File: src/rtl/jtcps1_line_sched.sv
// Purpose: sequences the four layer engines (scroll1..3, objects) once per video line.
// Latency: go/abort/line_done are registered and appear one clk after the triggering event.
// Backpressure: none; a new line event while an engine is still running aborts it (overrun).
//
// Ports:
//   clk, rst_n        system clock, synchronous active-low reset
//   cen8, start       line event = cen8 && start
//   vrender, preVB    line number to render and its blanking flag (sampled at the line event)
//   layer_en          per-layer enable, sampled at the line event
//   done              per-engine completion pulse
//   ovr_clr           clears the overrun counter
//   go                one-hot engine start pulse
//   abort             kills the engine in progress on overrun
//   line_done         pulse when the whole line sequence has finished
//   busy              high while waiting on an engine
//   cur_line          line latched at the line event
//   ovr_cnt           saturating count of overrun lines
module jtcps1_line_sched #(
    parameter int SKIP_VB = 1,
    parameter int CNTW    = 8
) (
    input  logic            clk,
    input  logic            rst_n,
    input  logic            cen8,
    input  logic            start,
    input  logic [8:0]      vrender,
    input  logic            preVB,
    input  logic [3:0]      layer_en,
    input  logic [3:0]      done,
    input  logic            ovr_clr,
    output logic [3:0]      go,
    output logic            abort,
    output logic            line_done,
    output logic            busy,
    output logic [8:0]      cur_line,
    output logic [CNTW-1:0] ovr_cnt
);

    typedef enum logic {
        IDLE = 1'b0,
        WAIT = 1'b1
    } state_t;

    state_t            state_q, state_d;
    logic [1:0]        k_q, k_d;
    logic [3:0]        mask_q, mask_d;
    logic [3:0]        go_q, go_d;
    logic              abort_q, abort_d;
    logic              line_done_q, line_done_d;
    logic              busy_q, busy_d;
    logic [8:0]        cur_line_q, cur_line_d;
    logic [CNTW-1:0]   ovr_cnt_q, ovr_cnt_d;

    logic              le;
    logic              cur_done;
    logic              last_done;
    logic              ovr_inc;
    logic [2:0]        nxt;
    logic [2:0]        first;

    // Lowest set bit of m at index >= lo; result is {found, index}.
    function automatic logic [2:0] pick(input logic [3:0] m, input logic [2:0] lo);
        logic [2:0] r;
        r = 3'b000;
        for (int i = 3; i >= 0; i--) begin
            if (m[i] && (3'(i) >= lo)) begin
                r = {1'b1, 2'(i)};
            end
        end
        return r;
    endfunction

    always_comb begin
        state_d     = state_q;
        k_d         = k_q;
        mask_d      = mask_q;
        go_d        = 4'b0000;
        abort_d     = 1'b0;
        line_done_d = 1'b0;
        cur_line_d  = cur_line_q;
        ovr_inc     = 1'b0;

        le        = cen8 & start;
        cur_done  = (state_q == WAIT) && done[k_q];
        nxt       = pick(mask_q, {1'b0, k_q} + 3'd1);
        first     = pick(layer_en, 3'd0);
        last_done = cur_done && !nxt[2];

        if (last_done) begin
            line_done_d = 1'b1;
            state_d     = IDLE;
        end else if (cur_done && !le) begin
            go_d = 4'b0001 << nxt[1:0];
            k_d  = nxt[1:0];
        end

        if (le) begin
            // Still waiting on an engine (including done of a non-last layer
            // landing on the event itself): the line ran out of time.
            if ((state_q == WAIT) && !last_done) begin
                abort_d = 1'b1;
                ovr_inc = 1'b1;
            end
            cur_line_d = vrender;
            mask_d     = layer_en;
            state_d    = IDLE;
            go_d       = 4'b0000;
            if ((SKIP_VB != 0) && preVB) begin
                // blanking line: nothing to render
            end else if (!first[2]) begin
                line_done_d = 1'b1;
            end else begin
                go_d    = 4'b0001 << first[1:0];
                k_d     = first[1:0];
                state_d = WAIT;
            end
        end

        busy_d = (state_d == WAIT);

        ovr_cnt_d = ovr_cnt_q;
        if (ovr_clr) begin
            ovr_cnt_d = '0;
        end else if (ovr_inc && (ovr_cnt_q != {CNTW{1'b1}})) begin
            ovr_cnt_d = ovr_cnt_q + CNTW'(1);
        end
    end

    always_ff @(posedge clk) begin
        if (!rst_n) begin
            state_q     <= IDLE;
            k_q         <= 2'd0;
            mask_q      <= 4'b0000;
            go_q        <= 4'b0000;
            abort_q     <= 1'b0;
            line_done_q <= 1'b0;
            busy_q      <= 1'b0;
            cur_line_q  <= 9'd0;
            ovr_cnt_q   <= '0;
        end else begin
            state_q     <= state_d;
            k_q         <= k_d;
            mask_q      <= mask_d;
            go_q        <= go_d;
            abort_q     <= abort_d;
            line_done_q <= line_done_d;
            busy_q      <= busy_d;
            cur_line_q  <= cur_line_d;
            ovr_cnt_q   <= ovr_cnt_d;
        end
    end

    assign go        = go_q;
    assign abort     = abort_q;
    assign line_done = line_done_q;
    assign busy      = busy_q;
    assign cur_line  = cur_line_q;
    assign ovr_cnt   = ovr_cnt_q;

endmodule

File: config.mk
export PLATFORM = sky130hd
export DESIGN_NAME = jtcps1_line_sched
export DESIGN_NICKNAME = d
export VERILOG_FILES = /design/src/rtl/jtcps1_line_sched.sv
export SDC_FILE = /design/constraint.sdc
export NUM_CORES = 1
export LEC_CHECK = 0
export CELL_PAD_IN_SITES_DETAIL_PLACEMENT = 1
export CELL_PAD_IN_SITES_GLOBAL_PLACEMENT = 1
export CORE_UTILIZATION = 35
export CTS_CLUSTER_SIZE = 16
export DETAILED_ROUTE_END_ITERATION = 16
export GPL_ROUTABILITY_DRIVEN = 0
export MAX_ROUTING_LAYER = met4
export PLACE_DENSITY = 0.94
export SLEW_MARGIN = 10
export SYNTH_ARGS = -nofsm -noshare
export SYNTH_HDL_FRONTEND = slang
export SYNTH_SLANG_ARGS = --single-unit
File: constraint.sdc
create_clock -name clk -period 2.69 [get_ports clk]
set_input_delay 0.6725 -clock clk [delete_from_list [all_inputs] [get_ports clk]]
set_output_delay 0.6725 -clock clk [all_outputs]
set_load 0.005 [all_outputs]
# ---- After elaboration in Yosys (flattened, before gate mapping)
# Index checks and enable logic that the tools add are counted.
dict set report classes {
  reduce_logical 14
  n_shift 2
  mux 30
  n_bitwise 2
  order_cmp 5
  n_eq_ne 1
  add_sub_neg 2
}
# operator count
set ops {}
lappend ops {{$mux 3} 8}
lappend ops {{$mux 4} 5}
lappend ops {{$mux 1} 11}
lappend ops {{$mux 2} 5}
lappend ops {{$logic_and 1x1->1} 9}
lappend ops {{$add 8x1->8 const B} 1}
lappend ops {{$ne 8x8->1 const B} 1}
lappend ops {{$shl 1x2->4 const A} 2}
lappend ops {{$ge 1x3->1 const A} 2}
lappend ops {{$ge 2x3->1 const A} 2}
lappend ops {{$add 2x1->3 const B} 1}
lappend ops {{$logic_not 1->1} 3}
lappend ops {{$lt 2x3->1 const B} 1}
lappend ops {{$bmux 1 s2} 1}
lappend ops {{$reduce_bool 2->1} 1}
lappend ops {{$reduce_or 2->1} 1}
lappend ops {{$and 1x1->1} 1}
lappend ops {{$not 1->1} 1}
dict set report word_totals {
  reg_bits 30
  out_inout_bits 24
  input_bits 23
}

# ---- Logic depth before layout (Yosys ltp)
# Gate-level depths: netlist of run 1.
dict set report depth {
  depth_word 14
  depth_mapped 6
}

# ---- Least setup slack after synthesis of run 1
# OpenSTA, ideal clock, no wires.
dict set report synth_path {
  path_kind {input to register}
  start {in cen8}
  end {reg ovr_cnt_q[2] (netlist: ovr_cnt[2])}
  arrival_ns 1.684
  setup_ns 0.116
  required_time_ns 2.574
  setup_slack_ns 0.890
  path_stages 6
  path_cell_list {and2_1 > clkbuf_1 > nand2_1 > a211oi_4 > a21oi_1 > a31o_1}
}
dict set report synth_between {
  elab_chain_len 3
}
# item line
set synth_rtl {}
lappend synth_rtl {{start, declared} 24} ;# input logic cen8,
lappend synth_rtl {{$and 1x1->1} 83} ;# le = cen8 & start;
lappend synth_rtl {{$mux 1} n/a}
lappend synth_rtl {{$logic_and 1x1->1} 124} ;# end else if (ovr_inc && (ovr_cnt_q != {CNTW{1'b1}})) begin
lappend synth_rtl {{end signal, assigned} 149} ;# ovr_cnt_q <= ovr_cnt_d;
lappend synth_rtl {{end, declared} 52} ;# logic [CNTW-1:0] ovr_cnt_q, ovr_cnt_d;
# Every way passes these cells.
# A chain may end at the register's enable or synchronous reset.

# ---- Final worst setup path of run 1
dict set report layout_path {
  start {in done[1]}
  end {reg ovr_cnt_q[2] (netlist: ovr_cnt[2])}
}
dict set report layout_between {
  elab_chain_len 9
}
# item line
set layout_rtl {}
lappend layout_rtl {{start, declared} 29} ;# input logic [3:0] done,
lappend layout_rtl {{$bmux 1 s2} 84} ;# cur_done = (state_q == WAIT) && done[k_q];
lappend layout_rtl {{$mux 1 (not written as such)} 84}
lappend layout_rtl {{$logic_and 1x1->1} 84}
lappend layout_rtl {{$logic_and 1x1->1} 87} ;# last_done = cur_done && !nxt[2];
lappend layout_rtl {{$logic_not 1->1} 100} ;# if ((state_q == WAIT) && !last_done) begin
lappend layout_rtl {{$logic_and 1x1->1} 100}
lappend layout_rtl {{$mux 1} 100}
lappend layout_rtl {{$mux 1} n/a}
lappend layout_rtl {{$logic_and 1x1->1} 124}
# Every way passes these cells. The select of a mux whose other input is x is not followed.

==> impl_metrics.env, run 1 <==
export IMPL_outcome="completed"
export IMPL_grt_overflow_total=0
export IMPL_intPower_mw=0.692
export IMPL_ys_async_sr_fraction=0
export IMPL_tritoncts="yes"
export IMPL_cts_root_buffer="sky130_fd_sc_hd__clkbuf_8"
export IMPL_die_boundary_height_microns=65.6
export IMPL_critPathKind="in -> reg"
export IMPL_critPathLaunchType="input port"
export IMPL_vias_per_cell=5.13
export IMPL_wire_length_of_the_first_global_routing_pass_microns=6310
export IMPL_worst_setup_path_end_kind="flip-flop"
export IMPL_timing_reg2reg_setup_slack_ns=0.87
export IMPL_power_switching_mw=0.217
export IMPL_wl_microns=3690
export IMPL_synth_net_count=186
export IMPL_cts_htree_levels=2
export IMPL_cts_num_sinks=29
export IMPL_synth_edf_count=0
export IMPL_max_cap_violations=0
export IMPL_report_final_setup_viol=0
export IMPL_cp_data_required_time_ns=2.86
export IMPL_holdCritPathClass="reg -> reg"
export IMPL_synthesized_instance_count=162
export IMPL_insertion_delay_to_the_later_sink_of_the_worst_skew_pair_ns=0.27
export IMPL_critPathArrivalTime_ns=2.20
export IMPL_power_dens_cells_nw_per_um2=453
export IMPL_placeableCoreArea_sq_um=3770
export IMPL_worstMarginPinSlew_ns=0.551
export IMPL_maximum_number_of_pins_on_one_net_before_global_route_repair=15
export IMPL_p_comb_frac=0.137
export IMPL_core_rowCount=22
export IMPL_critical_path_slowest_cell="sky130_fd_sc_hd__clkdlybuf4s50_1"
export IMPL_timing_critical_path_cells="clkdlybuf4s50_1 -> a21oi_1 -> a22oi_4 -> a211oi_4 -> a21oi_1 -> a31o_1"
export IMPL_fin_worst_hold_slack_ns=0.463
export IMPL_clk_path_buf_depth=2
export IMPL_synthesis_area_per_instance_sq_um=8.75
export IMPL_maxClockFrequency_ghz=0.492
export IMPL_final_hold_violation_count=0
export IMPL_cts_buffers=5
export IMPL_final_min_period_over_clock_period=0.756
export IMPL_critical_path_max_stage_delay_ns=0.43
export IMPL_synth_top_area_share=0.410
export IMPL_antenna_cells_inserted=0
export IMPL_cts_hold_buffers_added=0
export IMPL_drc_errors=0
export IMPL_path_max_fanout=7
export IMPL_grt_setup_unrepaired="false"
export IMPL_area_growth_pct=41.5
export IMPL_clk_pin_slew_worst_paths_ns=0.06
export IMPL_numPortBuffers=46
export IMPL_grt_antenna_before_repair=0
export IMPL_synthDominantAreaCellType="sky130_fd_sc_hd__dfxtp_1"
export IMPL_ys_warnings_count=0
export IMPL_drt_first_pass_iters=4
export IMPL_die_width_microns=65.6
export IMPL_hpwl_microns=2810
export IMPL_netlist_cell_type_count=38
export IMPL_critical_path_n_buffers_inverters=1
export IMPL_finalWorstPathRequiredPeriod_ns=2.03
export IMPL_first_iter_violations=58
export IMPL_fp_dieArea_sq_um=4310
export IMPL_slew_headroom=0.628
export IMPL_top_cells_by_area_in_the_synthesized_netlist="sky130_fd_sc_hd__dfxtp_1 41%, sky130_fd_sc_hd__nand2_1 10%, sky130_fd_sc_hd__a21boi_0 8.5%, sky130_fd_sc_hd__nor2_1 2.6%, sky130_fd_sc_hd__o21ai_0 2.5%"
export IMPL_first_global_vias=1391
export IMPL_total_leakage_power_nw=0.678
export IMPL_sw_frac_of_total=0.239
export IMPL_detailroute_via_count=1333
export IMPL_boundaryPins=47
export IMPL_post_cts_resized=0
export IMPL_synth_top_flop_cell="sky130_fd_sc_hd__dfxtp_1"
export IMPL_final_antenna_net_count=0
export IMPL_seq_area_frac_synth=0.410
export IMPL_post_route_cells_drive_above_1_share=0.0660
export IMPL_drv_slew=0
export IMPL_power_frac_clock=0.365
export IMPL_ys_seq_elements=29
export IMPL_cts_post_setup_buffers_inserted=0
export IMPL_syn_cell_area_sq_um=1420
export IMPL_finalClockSkew_ns=0.00496
export IMPL_sum_of_negative_setup_slack_ns=0
export IMPL_irDropWorstVdd_mv=0.232
export IMPL_design_final_nets=235
export IMPL_globalRouteTotalUtil=0.199
export IMPL_cp_top_family="compound AO/OA/AOI/OAI gates"
export IMPL_starting_density=0.376
export IMPL_drt_wirelength_per_cell_microns=14.2
export IMPL_power_share_of_the_sequential_group=0.497
export IMPL_path_common_cell="sky130_fd_sc_hd__a21oi_1"
==> cell usage in the layout, fill, tap and decap left out, drive strengths merged, types with 2 or more instances in the layout <==
cell type,instances
buf,3
mux2i,2
clkbuf,8
nor3b,2
a21boi,17
nor2b,4
nand4,2
nand2,38
a211oi,3
nor3,3
a31o,2
nor2,10
clkdlybuf4s50,46
nand2b,4
and2,4
o21ai,7
dfxtp,29
a21oi,6
xnor2,3
nand3,4
and3,2
==> cell type report <==
type	count	area [sq um]
timing repair buffer	49	483
clock buffer	8	80.1
sequential	29	581
tap	48	60.1
fill	442	1770
multi-input combinational	126	802
==> cells in the mapped netlist (3+ instances only) <==
library cell and instances:
sky130_fd_sc_hd__clkbuf_1 5, sky130_fd_sc_hd__and2_1 4, sky130_fd_sc_hd__xnor2_1 3, sky130_fd_sc_hd__nand2b_1 4
sky130_fd_sc_hd__a21oi_1 6, sky130_fd_sc_hd__nand2_1 38, sky130_fd_sc_hd__a21boi_0 16, sky130_fd_sc_hd__nor3_1 3
sky130_fd_sc_hd__o21ai_0 7, sky130_fd_sc_hd__nor2_1 10, sky130_fd_sc_hd__dfxtp_1 29, sky130_fd_sc_hd__nor2b_1 4
sky130_fd_sc_hd__nand3_1 4
==> flip-flops by register name (all words and copies together) (netlist names) <==
register	cells
go	4
k_q	2
ovr_cnt	8
busy	1
abort	1
cur_line	9
line_done	1
mask_q	3
==> final timing paths <==
check | startpoint | end | cells after the start
hold reg to reg | cur_line[8] | cur_line[8] | 2
hold / removal | cur_line[8] | cur_line[8] | 2
setup / recovery | done[1] | ovr_cnt[2] | 6
setup reg to reg | k_q[0] | ovr_cnt[2] | 5
==> tightest hold or removal path: cells and delay by family (launching register included) <==
family	cells	cell delay, ns
compound gates	1	0.06
flops	1	0.30
simple gates	1	0.05
==> power groups by stage <==
stage               Sequential [mW]  Combinational [mW]  Clock (mW)
floorplan                     0.457              0.0603           0
global route                  0.454               0.136       0.361
detailed placement            0.461               0.125           0
global placement              0.461               0.122           0
CTS                           0.452               0.126       0.344
finish                        0.452               0.125       0.332
==> layer usage <==
layer,vias to the layer above,part of all wire,global-route usage
li1,664,-,-
met1,625,0.44,0.220
met2,38,0.50,0.339
met3,6,0.043,0.0503
met4,0,0.014,0.0761
met5,-,0,-
==> through the flow <==
stage	cell area (sq um)	power [mW]	cells	setup WS [ns]	util
after floorplan	1420	0.518	162	0.890	-
after global placement	1930	0.583	252	0.416	0.511
after detailed placement	1930	0.587	252	0.371	0.511
after CTS	2010	0.922	260	0.666	0.532
after global routing	2010	0.950	260	0.559	0.532
final	2010	0.909	260	0.657	0.532
==> cells by family (layout without fill, tap and decap cells) <==
group | count (synthesis) | in the layout | synth area share
simple gates | 78 | 78 | 0.262
compound gates | 42 | 42 | 0.253
xor+xnor | 3 | 3 | 0.0185
buf+inv | 7 | 57 | 0.0247
flops | 29 | 29 | 0.410
mux | 2 | 2 | 0.0229
fa+ha+maj | 1 | 1 | 0.00882
Note: power is estimated with default switching activity, not from simulation.
==> run 2: changes to the inputs <==
Settings changed: CORE_UTILIZATION 35 to 29, PLACE_DENSITY 0.94 to 0.85.
Clock period 2.69 ns to 1.86 ns, I/O delays scaled along.
==> impl_metrics.env, run 2 (synthesized netlist as in run 1, its figures left out) <==
export IMPL_holdCritPathClass="reg -> reg"
export IMPL_report_final_setup_viol=0
export IMPL_regArea_sq_um=582
export IMPL_postLayoutCoreUtil=0.454
export IMPL_die_width_microns=71.9
export IMPL_power_switching_mw=0.345
export IMPL_placeableCoreArea_sq_um=4720
export IMPL_r2r_cells=7
export IMPL_worst_setup_path_end_kind="flip-flop"
export IMPL_failing_checks="design-rule violations"
export IMPL_clk_pin_slew_worst_paths_ns=0.06
export IMPL_critical_path_reg2reg_endpoint="ovr_cnt[5]"
export IMPL_first_global_vias=1378
export IMPL_fp_dieArea_sq_um=5170
export IMPL_cp_data_required_time_ns=2.03
export IMPL_numPortBuffers=46
export IMPL_intPower_mw=1.01
export IMPL_vias_per_cell=4.73
export IMPL_cts_buffers=5
export IMPL_antenna_cells_inserted=0
export IMPL_total_leakage_power_nw=0.754
export IMPL_pre_cts_slack_ns=-0.211
export IMPL_power_frac_clock=0.368
export IMPL_multi_input_area_sq_um=808
export IMPL_first_iter_violations=76
export IMPL_layout_cells_most_common="sky130_fd_sc_hd__clkdlybuf4s50_1"
export IMPL_critPathKind="in -> reg"
export IMPL_critical_path_max_stage_delay_ns=0.44
export IMPL_maxClockFrequency_ghz=0.571
export IMPL_power_dens_cells_nw_per_um2=633
export IMPL_wl_microns=3800
export IMPL_irDropWorstVdd_mv=0.317
export IMPL_slew_headroom=0.672
export IMPL_hold_path_cell_count=2
export IMPL_sw_frac_of_total=0.254
export IMPL_tritoncts="yes"
export IMPL_maximum_number_of_pins_on_one_net_before_global_route_repair=15
export IMPL_starting_density=0.300
export IMPL_wire_length_of_the_first_global_routing_pass_microns=6460
export IMPL_grt_setup_unrepaired="false"
export IMPL_final_min_period_over_clock_period=0.941
export IMPL_final_antenna_net_count=0
export IMPL_core_rowCount=25
export IMPL_drc_errors=1
export IMPL_detailroute_via_count=1385
export IMPL_worst_r2r_startpoint="ovr_cnt[0]"
export IMPL_path_max_fanout=5
export IMPL_critPathLaunchType="input port"
export IMPL_layout_cells_most_common_list="46 x sky130_fd_sc_hd__clkdlybuf4s50_1, 37 x sky130_fd_sc_hd__nand2_1, 28 x sky130_fd_sc_hd__dfxtp_1"
export IMPL_cts_hold_buffers_added=0
export IMPL_worstHoldEndpoint="cur_line[4]"
export IMPL_num_fill_cells=547
export IMPL_cts_root_buffer="sky130_fd_sc_hd__clkbuf_8"
export IMPL_timing_reg2reg_setup_slack_ns=0.15
export IMPL_die_boundary_height_microns=71.9
export IMPL_cts_htree_levels=2
export IMPL_finalWorstPathRequiredPeriod_ns=1.75
export IMPL_min_from="cur_line[4]"
export IMPL_cts_post_setup_buffers_inserted=0
export IMPL_critical_path_slowest_cell="sky130_fd_sc_hd__clkdlybuf4s50_1"
export IMPL_design_final_nets=249
export IMPL_finalClockSkew_ns=0.00810
export IMPL_post_route_cells_drive_above_1_share=0.146
export IMPL_final_hold_violation_count=0
export IMPL_cts_num_sinks=29
export IMPL_insertion_delay_to_the_later_sink_of_the_worst_skew_pair_ns=0.28
export IMPL_globalRouteTotalUtil=0.167
export IMPL_post_cts_resized=0
export IMPL_grt_antenna_before_repair=0
export IMPL_drt_wirelength_per_cell_microns=13.0
export IMPL_non_filler_cells_in_the_finished_layout=293
export IMPL_p_comb_frac=0.150
export IMPL_placedCellCount=285
export IMPL_grt_overflow_total=0
export IMPL_area_growth_pct=51.3
export IMPL_drv_slew=0
export IMPL_timing_final_ws_setup_ns=0.109
export IMPL_drt_first_pass_iters=10
export IMPL_power_after_layout_mw=1.36
export IMPL_boundaryPins=47
export IMPL_power_share_of_the_sequential_group=0.482
export IMPL_worstMarginPinSlew_ns=0.486
export IMPL_max_cap_violations=0
export IMPL_timing_critical_path_cells="clkdlybuf4s50_1 -> mux2i_4 -> a22oi_4 -> a211oi_2 -> a21oi_1 -> a31o_1"
export IMPL_critPathArrivalTime_ns=1.92
export IMPL_hpwl_microns=2910
export IMPL_outcome="finished, violations left"
export IMPL_max_ffs_per_register=9
export IMPL_clk_path_buf_depth=2
==> run 2: how the worst max path moves through the flow <==
stage,startpoint,to,depth (start not counted),slack [ns]
floorplan,cen8,ovr_cnt[2],6,0.27
global placement,done[1],ovr_cnt[5],6,-0.17
detailed placement,done[1],ovr_cnt[5],6,-0.21
CTS,k_q[0],ovr_cnt[5],5,0.07
global route,start,ovr_cnt[1],7,0.005
finish,done[2],ovr_cnt[5],6,0.11
==> run 2: cell type report <==
class / instances / area share
well taps: 67 / 0.0391
repair buffers: 63 / 0.274
clock inverters: 2 / 0.00467
flip-flops and latches: 29 / 0.271
multi-input cells: 126 / 0.377
clock buffers: 6 / 0.0338
==> run 2: power by group through the flow <==
stage | registers (mW) | logic [mW] | clock network [mW]
after floorplan | 0.661 | 0.0872 | 0
after global placement | 0.667 | 0.200 | 0
after detailed placement | 0.667 | 0.203 | 0
after CTS | 0.654 | 0.205 | 0.514
after global routing | 0.656 | 0.222 | 0.544
final | 0.654 | 0.204 | 0.501
==> run 2: layer usage <==
layer	track usage	share of wire	routed length, microns	up-vias
met4	0.0392	0.012	44	0
met2	0.277	0.48	1830	32
met1	0.197	0.46	1740	652
met3	0.0542	0.050	192	6
li1	-	-	-	695
met5	-	0	0	-
==> run 2: critical path, delay by kind of cell <==
kind	cells	cell delay, ns
compound gates	4	0.83
mux	1	0.19
buf+inv	1	0.44
==> run 2: stage by stage <==
step / TNS (ns) / area [sq um] / hold slack (ns)
after detailed placement: -1.42 / 2050 / 0.465
after CTS: 0 / 2140 / 0.471
after global routing: 0 / 2140 / 0.497
after floorplan: 0 / 1420 / 0.460
final: 0 / 2140 / 0.465
after global placement: -1.12 / 2050 / 0.449
==> RTL edit (flow settings as in run 1) <==
Set the parameter `CNTW` to 12 (it was 8).
--- a/src/rtl/jtcps1_line_sched.sv
+++ b/src/rtl/jtcps1_line_sched.sv
@@ -17,7 +17,7 @@
 //   ovr_cnt           saturating count of overrun lines
 module jtcps1_line_sched #(
     parameter int SKIP_VB = 1,
-    parameter int CNTW    = 8
+    parameter int CNTW    = 12
 ) (
     input  logic            clk,
     input  logic            rst_n,
Ports: changed (resized ovr_cnt); port bits go from 47 to 51. No check against the original RTL was run, so the function may have changed too.
==> RTL edit against run 1 <==
Sequential power rose by 12%. Synthesized area rose by 3.8%. Sequential cell count rose by 4. Final area rose by 5.1%. Worst hold slack got worse by 0.0038 ns. Wire length rose by 16%. Fmax fell by 9.8%. Setup slack got worse by 0.22 ns. Count of clock-buffer cells in the layout fell by 3. Clock skew rose by 0.0015 ns. Largest cell class unchanged. Die area rose by 3.7%. Total power rose by 8.3%.
==> RTL edit: results (changes against run 1) <==
Status
  • Outcome: finished clean (unchanged)

GRT
  • First-pass GRT wire length: 6.775 mm (was 6.306 mm)
  • Vias in the first global route: 1,488 (was 1,391)
  • Largest net degree at the start of global routing: 17 (was 15)
  • Initial antenna violation count: 0 (unchanged)

Synth
  • Mapped Nets: 207 (was 186)
  • Sequential area share after synthesis: 0.4490 (was 0.4095)
  • Largest cells by area after synthesis: dfxtp_1, nand2_1, a21oi_1 (was dfxtp_1, nand2_1, a21boi_0)
  • Post-synthesis mux area share: 0.03061 (was 0.02295)
  • Synth Area in Compound Gates: 0.1964 (was 0.2533)
  • Synth Area in XOR/XNOR: 0.005952 (was 0.01853)
  • Synth Area in Adders: 0.008503 (was 0.008826)
  • Mean Syn Cell Area: 8.040 um^2 (was 8.751 um^2)

Pwr
  • Comb power frac: 0.112 (was 0.137)
  • Clk power: 367 uW (was 332 uW)
  • Switching share of power: 0.2510 (was 0.2388)
  • Pleak: 0.0006999 uW (was 0.0006777 uW)
  • Peak VDD IR: 0.0003104 V (was 0.0002323 V)
  • Clock Power Share: 0.373 (was 0.365)

Worst hold path
  • Worst Hold Class: reg2reg (unchanged)
  • Hold Startpoint: cur_line[4]$_SDFFE_PN0N_ (was cur_line[8]$_SDFFE_PN0N_)
  • WHS Endpoint: cur_line[4]$_SDFFE_PN0N_ (was cur_line[8]$_SDFFE_PN0N_)

Routing
  • DR vias/cell: 5.265 (was 5.127)

Place
  • Post-place instance area: 0.002022 mm^2 (was 0.001926 mm^2)
  • I/O Buffers: 50 (was 46)
  • Inst Count DP: 279 (was 252)
  • Hpwl dp: 3.222 mm (was 2.807 mm)

Clocking
  • Sinks on Clock Net: 33 (was 29)
  • Root buffer cell: clkbuf_8 (unchanged)
  • Clock latency on the worst-skew pair: 0.29 ns (was 0.27 ns)

Timing
  • Worst rel slew slack: 0.5473 (was 0.6280)
  • Layout Skew: 0.006443 ns (was 0.004955 ns)
  • Hold slack: 0.4590 ns (was 0.4628 ns)

Final layout
  • Max reg flops: 12 (was 9)
  • Multi-input gate count: 139 (was 126)
  • Fraction of area in registers: 0.3134 (was 0.2895)
  • Layout net count: 260 (was 235)
  • Non-clk bufs: 54 (was 49)
  • Fillers: 505 (was 442)
  • Number of non-clock inverters: 3 (was 0)
  • Share of post-route cells with drive strength above 1: 0.07173 (was 0.06604)
  • Final clock-cell share: 0.04095 (was 0.03993)

Worst setup path
  • Reg2Reg Depth: 6 (was 5)
  • Reg2Reg Setup Slack: 0.64 ns (was 0.87 ns)
  • Critical Path Fanout Max: 9 (was 7)
  • CP endpoint kind: register (unchanged)
RTL edit: cell types whose count changed in the layout (fill, tap and decap cells not counted), sizes merged, moves of 4 or more:
cell / run 1 / this run
a21boi: 17 / 0
dfxtp: 29 / 33
a21oi: 6 / 25
o21ai: 7 / 13
nor2: 10 / 14
or3: 0 / 10
clkdlybuf4s50: 46 / 50
RTL edit: metal layers:
metal  global-route usage  part of all wire  up-vias
li1                     -                 -      752
met1               0.2333              0.44      719
met2               0.3624              0.52       30
met3              0.04623             0.027       10
met4              0.08511             0.018        0
met5                    -                 0        -
RTL edit: worst max-delay path, stage by stage:
cell             delay (ns)
clkdlybuf4s50_1        0.39
mux2_2                 0.30
mux2i_4                0.19
o211ai_2               0.20
buf_4                  0.21
or3_1                  0.36
a21oi_1                0.15
RTL edit: stage by stage:
step / setup WS (ns) / utilization
floorplan: 0.7586 / -
global placement: 0.1903 / 0.5019
detailed placement: 0.1261 / 0.5019
CTS: 0.4274 / 0.5233
global route: 0.3063 / 0.5233
finish: 0.4366 / 0.5233
